$ cat src/rtl/pll_ctrl_pkg.sv
// Shared types and constants for the PLL supervisor / dynamic-phase sequencer.
package pll_ctrl_pkg;

    typedef enum logic [2:0] {
        ST_RST_HOLD  = 3'd0,
        ST_WAIT_LOCK = 3'd1,
        ST_STABLE    = 3'd2,
        ST_LOCKED    = 3'd3,
        ST_STEP      = 3'd4,
        ST_GAP       = 3'd5,
        ST_LOAD      = 3'd6,
        ST_FAIL      = 3'd7
    } state_t;

    // Fine phase sub-steps per VCO tap inside the PLL.
    localparam int unsigned PHASE_SUBSTEPS = 8;

    // Encoding of the err qualifier on done.
    localparam logic ERR = 1'b1;
    localparam logic OK  = 1'b0;

endpackage

$ cat src/rtl/pll_lock_filter.sv
// Consecutive-high / consecutive-low lock counters with terminal flags.
module pll_lock_filter #(
    parameter int unsigned LOCK_STABLE = 256,
    parameter int unsigned LOSS_FILT   = 4
) (
    input  logic clk,
    input  logic rst,
    input  logic lock_in,
    input  logic clr_high,
    output logic stable_c,
    output logic loss_c
);

    localparam int unsigned HW = $clog2(LOCK_STABLE + 1);
    localparam int unsigned LW = $clog2(LOSS_FILT + 1);

    logic [HW-1:0] high_cnt;
    logic [LW-1:0] low_cnt;

    // Terminal flags include the current sample, so they fire on the Nth cycle.
    assign stable_c = lock_in && (high_cnt == HW'(LOCK_STABLE - 1));
    assign loss_c   = !lock_in && (low_cnt == LW'(LOSS_FILT - 1));

    // Count consecutive high cycles; held at zero when qualification is not active.
    always_ff @(posedge clk) begin
        if (rst || clr_high || !lock_in) begin
            high_cnt <= '0;
        end else if (high_cnt != HW'(LOCK_STABLE - 1)) begin
            high_cnt <= high_cnt + HW'(1);
        end
    end

    // Count consecutive low cycles, saturating at the terminal value.
    always_ff @(posedge clk) begin
        if (rst || lock_in) begin
            low_cnt <= '0;
        end else if (low_cnt != LW'(LOSS_FILT - 1)) begin
            low_cnt <= low_cnt + LW'(1);
        end
    end

endmodule

$ cat src/rtl/pll_dyn_ctrl.sv
// PLL reset/lock supervisor with per-channel dynamic phase-shift sequencing.
module pll_dyn_ctrl
    import pll_ctrl_pkg::*;
#(
    parameter  int unsigned NUM_CH       = 5,
    parameter  int unsigned RST_CYCLES   = 64,
    parameter  int unsigned LOCK_TIMEOUT = 65536,
    parameter  int unsigned LOCK_STABLE  = 256,
    parameter  int unsigned LOSS_FILT    = 4,
    parameter  int unsigned MAX_RETRY    = 3,
    parameter  int unsigned STEP_W       = 8,
    parameter  int unsigned STEP_GAP     = 4,
    parameter  int unsigned PHASE_MOD    = 32,
    localparam int unsigned PW           = $clog2(PHASE_MOD)
) (
    input  logic              clkin1,
    input  logic              pll_rst,
    input  logic              pll_lock_in,
    output logic              pll_rst_out,
    output logic [2:0]        phase_sel,
    output logic              phase_dir,
    output logic              phase_step_n,
    output logic              load_phase,
    input  logic              req_valid,
    output logic              req_ready,
    input  logic [2:0]        req_ch,
    input  logic              req_dir,
    input  logic [STEP_W-1:0] req_steps,
    output logic              done,
    output logic              err,
    output logic              locked,
    output logic              fail,
    output logic [7:0]        loss_cnt,
    output logic [PW-1:0]     phase_pos
);

    localparam int unsigned CNT_MAX = (LOCK_TIMEOUT > RST_CYCLES)
                                    ? ((LOCK_TIMEOUT > STEP_GAP) ? LOCK_TIMEOUT : STEP_GAP)
                                    : ((RST_CYCLES > STEP_GAP) ? RST_CYCLES : STEP_GAP);
    localparam int unsigned CNT_W   = $clog2(CNT_MAX + 1);
    localparam int unsigned RW      = $clog2(MAX_RETRY + 1);

    state_t              state, state_d;
    logic [CNT_W-1:0]    cnt, cnt_d;
    logic [STEP_W-1:0]   rem, rem_d;
    logic [RW-1:0]       retry, retry_d;
    logic [PW-1:0]       acc [NUM_CH];
    logic [PW-1:0]       acc_cur, acc_next;
    logic                cap, acc_clr, acc_step, pos_ld, loss_inc;
    logic                done_d, err_d;
    logic                stable_c, loss_c, accept_c;

    pll_lock_filter #(
        .LOCK_STABLE (LOCK_STABLE),
        .LOSS_FILT   (LOSS_FILT)
    ) u_lock_filter (
        .clk      (clkin1),
        .rst      (pll_rst),
        .lock_in  (pll_lock_in),
        .clr_high (!(state == ST_WAIT_LOCK || state == ST_STABLE)),
        .stable_c (stable_c),
        .loss_c   (loss_c)
    );

    // Ready follows live lock so an accept can never coincide with a loss detection.
    assign req_ready = (state == ST_LOCKED) && pll_lock_in;
    assign accept_c  = req_valid && req_ready;

    // Modulo-PHASE_MOD step of the addressed channel accumulator.
    always_comb begin
        acc_cur = acc[phase_sel];
        if (phase_dir) begin
            acc_next = (acc_cur == PW'(PHASE_MOD - 1)) ? '0 : acc_cur + PW'(1);
        end else begin
            acc_next = (acc_cur == '0) ? PW'(PHASE_MOD - 1) : acc_cur - PW'(1);
        end
    end

    // State register.
    always_ff @(posedge clkin1) begin
        if (pll_rst) state <= ST_RST_HOLD;
        else         state <= state_d;
    end

    // Next-state and datapath control.
    always_comb begin
        state_d  = state;
        cnt_d    = cnt + CNT_W'(1);
        rem_d    = rem;
        retry_d  = retry;
        cap      = 1'b0;
        acc_clr  = 1'b0;
        acc_step = 1'b0;
        pos_ld   = 1'b0;
        loss_inc = 1'b0;
        done_d   = 1'b0;
        err_d    = OK;
        case (state)
            ST_RST_HOLD: begin
                acc_clr = 1'b1;
                if (cnt == CNT_W'(RST_CYCLES - 1)) begin
                    state_d = ST_WAIT_LOCK;
                    cnt_d   = '0;
                end
            end
            ST_WAIT_LOCK: begin
                if (pll_lock_in) begin
                    state_d = ST_STABLE;
                end else if (cnt == CNT_W'(LOCK_TIMEOUT - 1)) begin
                    cnt_d = '0;
                    if (retry == RW'(MAX_RETRY - 1)) begin
                        state_d = ST_FAIL;
                    end else begin
                        retry_d = retry + RW'(1);
                        state_d = ST_RST_HOLD;
                    end
                end
            end
            ST_STABLE: begin
                if (!pll_lock_in) begin
                    state_d = ST_WAIT_LOCK;
                    cnt_d   = '0;
                end else if (stable_c) begin
                    state_d = ST_LOCKED;
                end
            end
            ST_LOCKED: begin
                if (loss_c) begin
                    state_d  = ST_RST_HOLD;
                    cnt_d    = '0;
                    retry_d  = '0;
                    loss_inc = 1'b1;
                end else if (accept_c) begin
                    if (32'(req_ch) >= NUM_CH) begin
                        done_d = 1'b1;
                        err_d  = ERR;
                    end else if (req_steps == '0) begin
                        done_d = 1'b1;
                    end else begin
                        cap     = 1'b1;
                        rem_d   = req_steps;
                        state_d = ST_STEP;
                    end
                end
            end
            ST_STEP, ST_GAP, ST_LOAD: begin
                if (loss_c) begin
                    state_d  = ST_RST_HOLD;
                    cnt_d    = '0;
                    retry_d  = '0;
                    loss_inc = 1'b1;
                    done_d   = 1'b1;
                    err_d    = ERR;
                end else if (state == ST_STEP) begin
                    acc_step = 1'b1;
                    rem_d    = rem - STEP_W'(1);
                    state_d  = ST_GAP;
                    cnt_d    = '0;
                end else if (state == ST_GAP) begin
                    if (cnt == CNT_W'(STEP_GAP - 1)) begin
                        cnt_d   = '0;
                        state_d = (rem != '0) ? ST_STEP : ST_LOAD;
                    end
                end else begin
                    state_d = ST_LOCKED;
                    done_d  = 1'b1;
                    pos_ld  = 1'b1;
                end
            end
            ST_FAIL: begin
                state_d = ST_FAIL;
            end
            default: begin
                state_d = ST_RST_HOLD;
                cnt_d   = '0;
            end
        endcase
    end

    // Counters and registered outputs, decoded from the next state.
    always_ff @(posedge clkin1) begin
        if (pll_rst) begin
            cnt          <= '0;
            rem          <= '0;
            retry        <= '0;
            pll_rst_out  <= 1'b1;
            phase_step_n <= 1'b1;
            phase_sel    <= '0;
            phase_dir    <= 1'b0;
            load_phase   <= 1'b0;
            done         <= 1'b0;
            err          <= OK;
            locked       <= 1'b0;
            fail         <= 1'b0;
            loss_cnt     <= '0;
            phase_pos    <= '0;
        end else begin
            cnt          <= cnt_d;
            rem          <= rem_d;
            retry        <= retry_d;
            pll_rst_out  <= (state_d == ST_RST_HOLD) || (state_d == ST_FAIL);
            phase_step_n <= (state_d != ST_STEP);
            load_phase   <= (state_d == ST_LOAD);
            done         <= done_d;
            err          <= err_d;
            locked       <= (state_d == ST_LOCKED) || (state_d == ST_STEP)
                         || (state_d == ST_GAP)    || (state_d == ST_LOAD);
            fail         <= (state_d == ST_FAIL);
            if (cap) begin
                phase_sel <= req_ch;
                phase_dir <= req_dir;
            end
            if (pos_ld) phase_pos <= acc_cur;
            if (loss_inc && loss_cnt != 8'hFF) loss_cnt <= loss_cnt + 8'd1;
        end
    end

    // Per-channel phase accumulators; cleared whenever the PLL is held in reset.
    always_ff @(posedge clkin1) begin
        if (pll_rst || acc_clr) begin
            for (int unsigned i = 0; i < NUM_CH; i++) acc[i] <= '0;
        end else if (acc_step) begin
            acc[phase_sel] <= acc_next;
        end
    end

endmodule
$ cat config.mk
export PLATFORM = sky130hd
export DESIGN_NAME = pll_dyn_ctrl
export DESIGN_NICKNAME = d
export VERILOG_FILES = /design/src/rtl/pll_ctrl_pkg.sv /design/src/rtl/pll_lock_filter.sv /design/src/rtl/pll_dyn_ctrl.sv
export SDC_FILE = /design/constraint.sdc
export NUM_CORES = 1
export LEC_CHECK = 0
export CORE_UTILIZATION = 40
export CTS_BUF_LIST = sky130_fd_sc_hd__clkbuf_2 sky130_fd_sc_hd__clkbuf_4 sky130_fd_sc_hd__clkbuf_8
export DETAILED_ROUTE_END_ITERATION = 8
export PLACE_DENSITY = 0.68
export SYNTH_ARGS = -nofsm -noshare
export SYNTH_HDL_FRONTEND = slang
export SYNTH_SLANG_ARGS = --single-unit
$ cat constraint.sdc
create_clock -name clkin1 -period 3.4 [get_ports clkin1]
set_input_delay 0.68 -clock clkin1 [delete_from_list [all_inputs] [get_ports clkin1]]
set_output_delay 0.68 -clock clkin1 [all_outputs]
set_load 0.05 [all_outputs]
==> run summary, run 1 <==
final hold slack: 0.476 ns
post_cts resized: 0
post-CTS setup buffer count: 0
Residual DRC: 0
Pint: 1.83 mW
net switching power figure: 0.476 mW
antenna-violating nets left: 0
antenna violations before repair: 0
Fmax achieved: 338 MHz
Skew-Pair Late Insertion Delay: 0.37 ns
Fin. Hold Viols: 0
Crit path largest cell delay: 0.39 ns
post-route setup slack: 0.442 ns
yosys warns: 0
Routed WL: 11000 um
Vias/cell: 5.29
DRT Pass-1 Iters: 4
syn_area_per_cell: 10.0 um^2
crit path max-delay cell type: dfxtp_1
vias in the first global route: 3802
clock buffer depth: 2
CP top delay family: simple AND/OR/NAND/NOR gates
Worst-Margin Slew: 0.658 ns
max cap viols: 0
die width: 116 um
multi-input logic area: 0.00241 mm^2
status: completed
first-pass GRT wire length: 18400 um
sequential power share: 0.586
HP Class: flip-flop to flip-flop
Distinct cells, synth: 61
Layout Nets: 591
CP max FO: 4
fin crit share: 0.870
total grt overflow: 0
Detailed Place HPWL: 8320 um
cell taking the most area after synthesis: dfxtp_1
synth top area cells: dfxtp_1 (27%), edfxtp_1 (23%), nor2_1 (6.8%)
Logic pwr share: 0.025
Critical Path Start Type: flip-flop
post-synthesis sequential area ratio: 0.497
number of flops mapped to enable cells by yosys: 40
arrival time worst endpoint: 3.21 ns
crit path kind: flip-flop to flip-flop
PwrDens: 382 mW/mm^2
CP Capture Type: flip-flop
Clock Skew: 0.0129 ns
Register Area: 0.00258 mm^2
total power: 2.30 mW
Ports: 41
Worst EP required: 3.65 ns
full die area: 0.0135 mm^2
CP cell instances: ha_1 -> nand2_1 -> or2_2 -> nor3_1 -> nand3_1 -> inv_1 -> ha_1 -> nor2b_1 -> o21ai_0 -> a21oi_1 -> a21oi_1 -> o21ai_0 -> nand3_1
Clk pwr share: 0.389
total CTS buffers: 9
Fill cells: 1179
Ant. Diodes: 0
CTS Hold Buffers Added: 0
Sink Count: 109
Worst-path clk slew: 0.10 ns
CP bufs+invs: 1
post-synthesis cell count: 518
CTS tree: done
pre-CTS WS: 0.391 ns
# port buffers: 40
endpoints failing setup: 0
Max-Slew Margin vs Limit: 0.561
Initial DRC Count: 263
area share of the largest cell type after synthesis: 0.266
Area Growth Syn to Fin: 16.0%
root buffer cell: clkbuf_8
H-tree levels: 3
GRT Total Usage: 0.175
routed vias: 3908
Switching Fraction: 0.207
# rows: 41
Lkg Pwr: 2.21 nW
gpl congestion: 0.850
Main synth FF type: dfxtp_1
fraction of registers with async set/reset: 0
setup TNS: 0 ns
Starting Density: 0.410
Yosys reg bits: 109
Max IR drop VDD: 0.230 mV
core area: 0.0127 mm^2
RSZ-0062 raised after global routing: false
Syn Nets: 547
largest net degree at the start of global routing: 40
fraction of layout cells with a size suffix above 1: 0.0970
Synth Cell Area: 0.00520 mm^2
top post-synthesis cells by count: nor2_1 (94), dfxtp_1 (69), edfxtp_1 (40), nand2_1 (38), inv_1 (26)
Die Height: 116 um
fin. max-slew vios: 0
most numerous cell in the Yosys netlist: nor2_1
WL per Instance: 14.8 um
min cycle time layout: 2.96 ns
-- sequential cells by signal, indices dropped and copies added, names as in the netlist, 2 cells and up, named ones only --
signal / flops
loss_cnt: 8
acc: 40
retry: 2
cnt: 17
u_lock_filter.high_cnt: 9
state: 3
phase_sel: 3
phase_pos: 5
rem: 8
u_lock_filter.low_cnt: 3
-- metrics by stage --
stage / instances / instance area, um^2 / util
final: 739 / 6030 / 0.476
after global routing: 739 / 6030 / 0.476
after CTS: 739 / 6030 / 0.476
after detailed placement: 723 / 5800 / 0.458
after global placement: 723 / 5800 / 0.458
after floorplan: 518 / 5200 / -
-- logic make-up after synthesis --
kind of cell / Yosys count / synth area share
muxes: 25 / 0.0787
and+or+nand+nor: 216 / 0.196
adders and majority gates: 13 / 0.0313
xor gates and xnor gates: 34 / 0.0573
AOI/OAI and AO/OA: 77 / 0.100
buffers and inverters: 44 / 0.0395
DFF: 109 / 0.497
-- cell type report --
cell class	instances	area share
Sequential cell	109	0.428
Multi-Input combinational cell	365	0.400
Timing Repair Buffer	51	0.0817
Tap cell	172	0.0357
Clock buffer	11	0.0241
Inverter	26	0.0162
Clock inverter	5	0.0147
-- layer usage --
layer  part of all wire  GRT usage  up-vias  wire length (um)
met5                  0          0        -                 0
met4              0.014     0.0744        0               157
met3              0.043     0.0235       13               469
met2               0.50      0.298      111              5440
met1               0.45      0.225     1874              4900
li1                   -          -     1910                 -
-- placed cells by master (no fill, tap or decap), types with 3 or more instances in the layout --
master / Yosys / routed
nor3_1: 15 / 15
nor3b_1: 5 / 5
mux4_2: 10 / 10
mux2i_1: 10 / 10
a21oi_1: 17 / 17
a22oi_1: 5 / 5
xor2_1: 24 / 24
buf_4: 1 / 11
nand2_1: 38 / 38
o31ai_1: 3 / 3
nand4_1: 5 / 5
nor4_1: 5 / 5
nand2b_1: 9 / 9
o21ai_0: 21 / 21
ha_1: 13 / 13
dfxtp_1: 69 / 69
nor2b_1: 5 / 5
nand3b_1: 5 / 5
and3_1: 3 / 3
o211ai_1: 3 / 3
clkbuf_8: 1 / 10
clkdlybuf4s50_1: 0 / 39
nor2_1: 94 / 94
inv_1: 26 / 26
edfxtp_1: 40 / 40
nand3_1: 18 / 18
a211oi_1: 7 / 7
a31oi_1: 4 / 4
xnor2_1: 10 / 10
-- power groups by stage --
stage	logic [mW]	registers [mW]	clock network [mW]
4_1_cts	0.0585	1.35	0.918
3_5_place_dp	0.0583	1.38	0
6_report	0.0578	1.35	0.896
3_3_place_gp	0.0564	1.38	0
5_1_grt	0.0634	1.35	0.962
2_1_floorplan	0.0273	1.38	0
-- worst paths after layout --
path / slack, ns / depth (start not counted) / start / endpoint
worst max-delay path: 0.44 / 13 / cnt[0] / phase_step_n
worst max register to register: 0.44 / 13 / cnt[0] / phase_step_n
worst min-delay path: 0.48 / 1 / cnt[0] / cnt[0]
worst min register to register: 0.48 / 1 / cnt[0] / cnt[0]
Power figures use the tool's default switching activity.
==> run 2, diff against run 1 <==
--- a/config.mk
+++ b/config.mk
@@ -5,6 +5,7 @@
 export SDC_FILE = /design/constraint.sdc
 export NUM_CORES = 1
 export LEC_CHECK = 0
+export CORE_MARGIN = 3
 export CORE_UTILIZATION = 40
 export CTS_BUF_LIST = sky130_fd_sc_hd__clkbuf_2 sky130_fd_sc_hd__clkbuf_4 sky130_fd_sc_hd__clkbuf_8
 export DETAILED_ROUTE_END_ITERATION = 8
==> run 2 against run 1 <==
Compared with the run above: sequential cell count unchanged; via count up 0.61%; first-iteration DRC count up 19%; critical path depth unchanged; global-route usage down 0.81 points; critical endpoint unchanged; largest cell class unchanged.
==> run summary, run 2 (synthesis results as in run 1) <==
status: completed
PwrDens: 359 mW/mm^2
post-route cell area: 0.00599 mm^2
CTS Hold Buffers Added: 0
Starting Density: 0.410
Top reg by flops: acc
crit path max-delay cell type: nor3_1
Skew-Pair Late Insertion Delay: 0.39 ns
Max IR drop VDD: 0.156 mV
Initial DRC Count: 314
Routed WL: 11400 um
most frequent cells in the layout: nor2_1 (94), dfxtp_1 (69), edfxtp_1 (40)
# rows: 41
Layout Nets: 592
# port buffers: 40
Fin. Hold Viols: 0
DRT Pass-1 Iters: 4
root buffer cell: clkbuf_8
CP bufs+invs: 1
biggest regs: acc: 40 flops, cnt: 17 flops, u_lock_filter.high_cnt: 9 flops
fraction of layout cells with a size suffix above 1: 0.0986
total grt overflow: 0
Residual DRC: 0
number of flip-flops in the largest register: 40
gpl congestion: 0.928
Max-Slew Margin vs Limit: 0.561
Lkg Pwr: 2.18 nW
WL per Instance: 15.4 um
total power: 2.15 mW
CP Capture Type: flip-flop
setup TNS: 0 ns
Worst EP required: 3.67 ns
Ant. Diodes: 0
CP cell instances: ha_1 -> nand2_1 -> or2_2 -> nor3_1 -> nand3_1 -> inv_1 -> ha_1 -> nor2b_1 -> o21ai_0 -> a21oi_1 -> a21oi_1 -> o21ai_0 -> nand3_1
Sink Count: 109
Worst-Margin Slew: 0.658 ns
HP Class: flip-flop to flip-flop
first-pass GRT wire length: 19000 um
H-tree levels: 3
crit path kind: flip-flop to flip-flop
min cycle time layout: 2.88 ns
largest net degree at the start of global routing: 40
full die area: 0.0144 mm^2
Clock Skew: 0.0126 ns
total CTS buffers: 9
max cap viols: 0
Critical Path Start Type: flip-flop
Fmax achieved: 347 MHz
fin. max-slew vios: 0
post_cts resized: 0
die width: 120 um
Worst-path clk slew: 0.11 ns
Crit path largest cell delay: 0.41 ns
GRT Total Usage: 0.167
CP max FO: 4
fin crit share: 0.847
Detailed Place HPWL: 8460 um
Area Growth Syn to Fin: 15.2%
Die Height: 120 um
vias in the first global route: 3871
CTS tree: done
antenna-violating nets left: 0
Ports: 41
clock buffer depth: 2
core area: 0.0127 mm^2
Vias/cell: 5.31
Post-DP Area: 0.00581 mm^2
CP top delay family: simple AND/OR/NAND/NOR gates
commonest non-fill, non-tap cell in the layout: nor2_1
antenna violations before repair: 0
RSZ-0062 raised after global routing: false
post-CTS setup buffer count: 0
endpoints failing setup: 0
routed vias: 3932
arrival time worst endpoint: 3.15 ns
run 2: worst paths after layout:
path,endpoint,cells after the start,start,slack (ns)
worst max-delay path,phase_step_n,13,cnt[0],0.52
worst min-delay path,cnt[0],1,cnt[0],0.47
worst max register to register,phase_step_n,13,cnt[0],0.52
worst min register to register,cnt[0],1,cnt[0],0.47
run 2: power by group:
part / switching (mW) / internal (mW)
Sequential: 0.00356 / 1.35
Clock: 0.465 / 0.276
Combinational: 0.0298 / 0.0278
Total: 0.498 / 1.65
run 2: cell type report:
cell class	count	area [um^2]
multi-input cells	365	2410
clock inverters	7	56.3
well taps	172	215
repair buffers	52	500
clock buffers	9	124
flip-flops and latches	109	2580
fillers	1198	6680
inverters	26	97.6
run 2: worst reg2reg max path, cell delays in order (launching register included):
cell	delay, ns
dfxtp_1	0.38
ha_1	0.23
nand2_1	0.06
or2_2	0.32
nor3_1	0.41
nand3_1	0.19
inv_1	0.09
ha_1	0.18
nor2b_1	0.13
o21ai_0	0.08
a21oi_1	0.19
a21oi_1	0.12
o21ai_0	0.29
nand3_1	0.12
run 2: metrics by stage:
step	std cells	setup slack, ns	hold slack [ns]	util
after floorplan	518	0.767	0.430	-
after global placement	724	0.508	0.446	0.458
after detailed placement	724	0.415	0.460	0.458
after CTS	740	0.514	0.484	0.473
after global routing	740	0.208	0.528	0.473
final	740	0.520	0.475	0.473
run 2: per-layer routing:
metal  track usage  part of all wire
met1         0.210              0.43
met2         0.271              0.49
met3        0.0358             0.056
met4        0.0866             0.031
met5             0                 0
==> run 3, diff against run 2 <==
--- a/config.mk
+++ b/config.mk
@@ -9,7 +9,7 @@
 export CORE_UTILIZATION = 40
 export CTS_BUF_LIST = sky130_fd_sc_hd__clkbuf_2 sky130_fd_sc_hd__clkbuf_4 sky130_fd_sc_hd__clkbuf_8
 export DETAILED_ROUTE_END_ITERATION = 8
-export PLACE_DENSITY = 0.68
+export PLACE_DENSITY = 0.71
 export SYNTH_ARGS = -nofsm -noshare
 export SYNTH_HDL_FRONTEND = slang
 export SYNTH_SLANG_ARGS = --single-unit
==> constraint.sdc (replaced) <==
create_clock -name clkin1 -period 2.5 [get_ports clkin1]
set_input_delay 0.5 -clock clkin1 [delete_from_list [all_inputs] [get_ports clkin1]]
set_output_delay 0.5 -clock clkin1 [all_outputs]
set_load 0.05 [all_outputs]
==> run 3 against run 2 <==
Compared with the run above: via count increased by 4.6%; hold slack improved by 0.021 ns; sequential share of layout area fell by 3.3 points; cell area rose by 8.9%; count of clock-buffer cells in the layout is the same; combinational power increased by 65%; sequential cell count is the same; clock skew down 0.00070 ns; sequential power rose by 36%; utilization up 4.2 points; non-clock buffer count is 43 higher.
==> run summary, run 3 (synthesis results as in run 1) <==
status: completed
min cycle time layout: 2.41 ns
Clock Skew: 0.0119 ns
CP cell instances: mux4_2 -> mux2i_4 -> inv_2 -> ha_2 -> nor3b_1 -> ha_2 -> o21ai_1 -> o21ai_1 -> buf_4 -> nor2_1
Ant. Diodes: 0
Switching Fraction: 0.219
# rows: 41
Routed WL: 12000 um
met2 usage: 0.293
crit path max-delay cell type: mux4_2
Worst EP required: 2.75 ns
full die area: 0.0144 mm^2
Max IR drop VDD: 0.288 mV
Initial DRC Count: 315
Final Util: 0.514
vias in the first global route: 4192
# port buffers: 40
biggest regs: acc: 40 flops, cnt: 17 flops, u_lock_filter.high_cnt: 9 flops
antenna violations before repair: 0
hold path depth: 2
GRT Total Usage: 0.174
H-tree levels: 3
Critical Path Start Type: flip-flop
Post-DP Area: 0.00614 mm^2
Top reg by flops: acc
gpl congestion: 0.893
Layout Nets: 635
number of flip-flops in the largest register: 40
CTS tree: done
fin cells: 783
Worst-Margin Slew: 0.599 ns
worst reg-to-reg path cell count: 10
post-route setup slack: 0.0906 ns
Starting Density: 0.410
largest net degree at the start of global routing: 40
CP Capture Type: flip-flop
Max-Slew Margin vs Limit: 0.600
routed vias: 4114
commonest non-fill, non-tap cell in the layout: nor2_1
crit path kind: flip-flop to flip-flop
R2R setup slack: 0.09 ns
Fill cells: 1129
GR Util met3: 0.0358
Area Growth Syn to Fin: 25.4%
Die Height: 120 um
arrival time worst endpoint: 2.66 ns
setup TNS: 0 ns
pre-CTS WS: -0.184 ns
post-route cell area: 0.00652 mm^2
Ports: 41
CTS Hold Buffers Added: 0
Skew-Pair Late Insertion Delay: 0.39 ns
fraction of layout cells with a size suffix above 1: 0.203
endpoints failing setup: 0
total CTS buffers: 9
Sink Count: 109
fin. max-slew vios: 0
Clk pwr share: 0.388
fin crit share: 0.964
placed cell count: 763
Logic pwr share: 0.030
max cap viols: 0
Lkg Pwr: 2.44 nW
antenna-violating nets left: 0
core area: 0.0127 mm^2
Vias/cell: 5.25
die width: 120 um
Residual DRC: 0
PwrDens: 483 mW/mm^2
Pint: 2.46 mW
clock buffer depth: 2
CP max FO: 6
Detailed Place HPWL: 8860 um
Fmax achieved: 415 MHz
net switching power figure: 0.690 mW
sequential power share: 0.582
grt peak-use layer: met2
GR Layer Usage met1: 0.217
root buffer cell: clkbuf_8
Fin. Hold Viols: 0
Worst-path clk slew: 0.11 ns
Crit path largest cell delay: 0.53 ns
HP Class: flip-flop to flip-flop
DRT Pass-1 Iters: 5
most frequent cells in the layout: nor2_1 (93), dfxtp_1 (63), buf_4 (51)
total grt overflow: 0
first-pass GRT wire length: 20000 um
WL per Instance: 15.4 um
[run 3: per-stage QoR]
| stage | power, mW | hold WS [ns] |
|---|---|---|
| global route | 3.25 | 0.528 |
| CTS | 3.17 | 0.502 |
| detailed placement | 1.96 | 0.478 |
| finish | 3.15 | 0.496 |
| floorplan | 1.91 | 0.432 |
| global placement | 1.96 | 0.466 |
[run 3: path summary, 6_finish.rpt]
kind	start	endpoint
max reg2reg	flip-flop	acc[2][2]
min	u_lock_filter.high_cnt[8]	u_lock_filter.high_cnt[8]
min reg2reg	u_lock_filter.high_cnt[8]	u_lock_filter.high_cnt[8]
max	flip-flop	acc[2][2]
[run 3: per-layer routing]
layer	share of wire	wire (um)	up-vias
met5	0	0	-
met4	0.025	299	0
met3	0.043	514	25
met2	0.51	6080	98
met1	0.43	5130	1990
li1	-	-	2001
[run 3: critical path, delay by kind of cell (launching register included)]
family	cells	cell delay, ns
buffers and inverters	2	0.22
and+or+nand+nor	2	0.25
muxes	2	0.76
DFF	1	0.39
adders and majority gates	2	0.40
AOI/OAI and AO/OA	2	0.27
[run 3: final cells by class]
cell class | count | area [um^2] | share of cell area
clock inverter | 7 | 108 | 0.0165
clock buffer | 9 | 124 | 0.0190
sequential | 109 | 2590 | 0.398
timing repair buffer | 95 | 847 | 0.130
multi-input combinational | 365 | 2530 | 0.388
inverter | 26 | 97.6 | 0.0150
tap | 172 | 215 | 0.0330
[run 3: power by group through the flow]
stage	sequential (mW)	combinational [mW]	clock (mW)
6_report	1.83	0.0949	1.22
5_1_grt	1.83	0.104	1.31
4_1_cts	1.83	0.0911	1.24
3_5_place_dp	1.87	0.0905	0
3_3_place_gp	1.87	0.0875	0
2_1_floorplan	1.87	0.0379	0
[run 3: what timing repair did]
action | 4_1_cts | 5_1_grt
gates cloned | 0 | 1
buffers inserted | 1 | 2
endpoints found under the setup margin | 24 | 54
endpoints found under the hold margin | 0 | 0
pin swaps | 0 | 9
resized for setup | 3 | 36
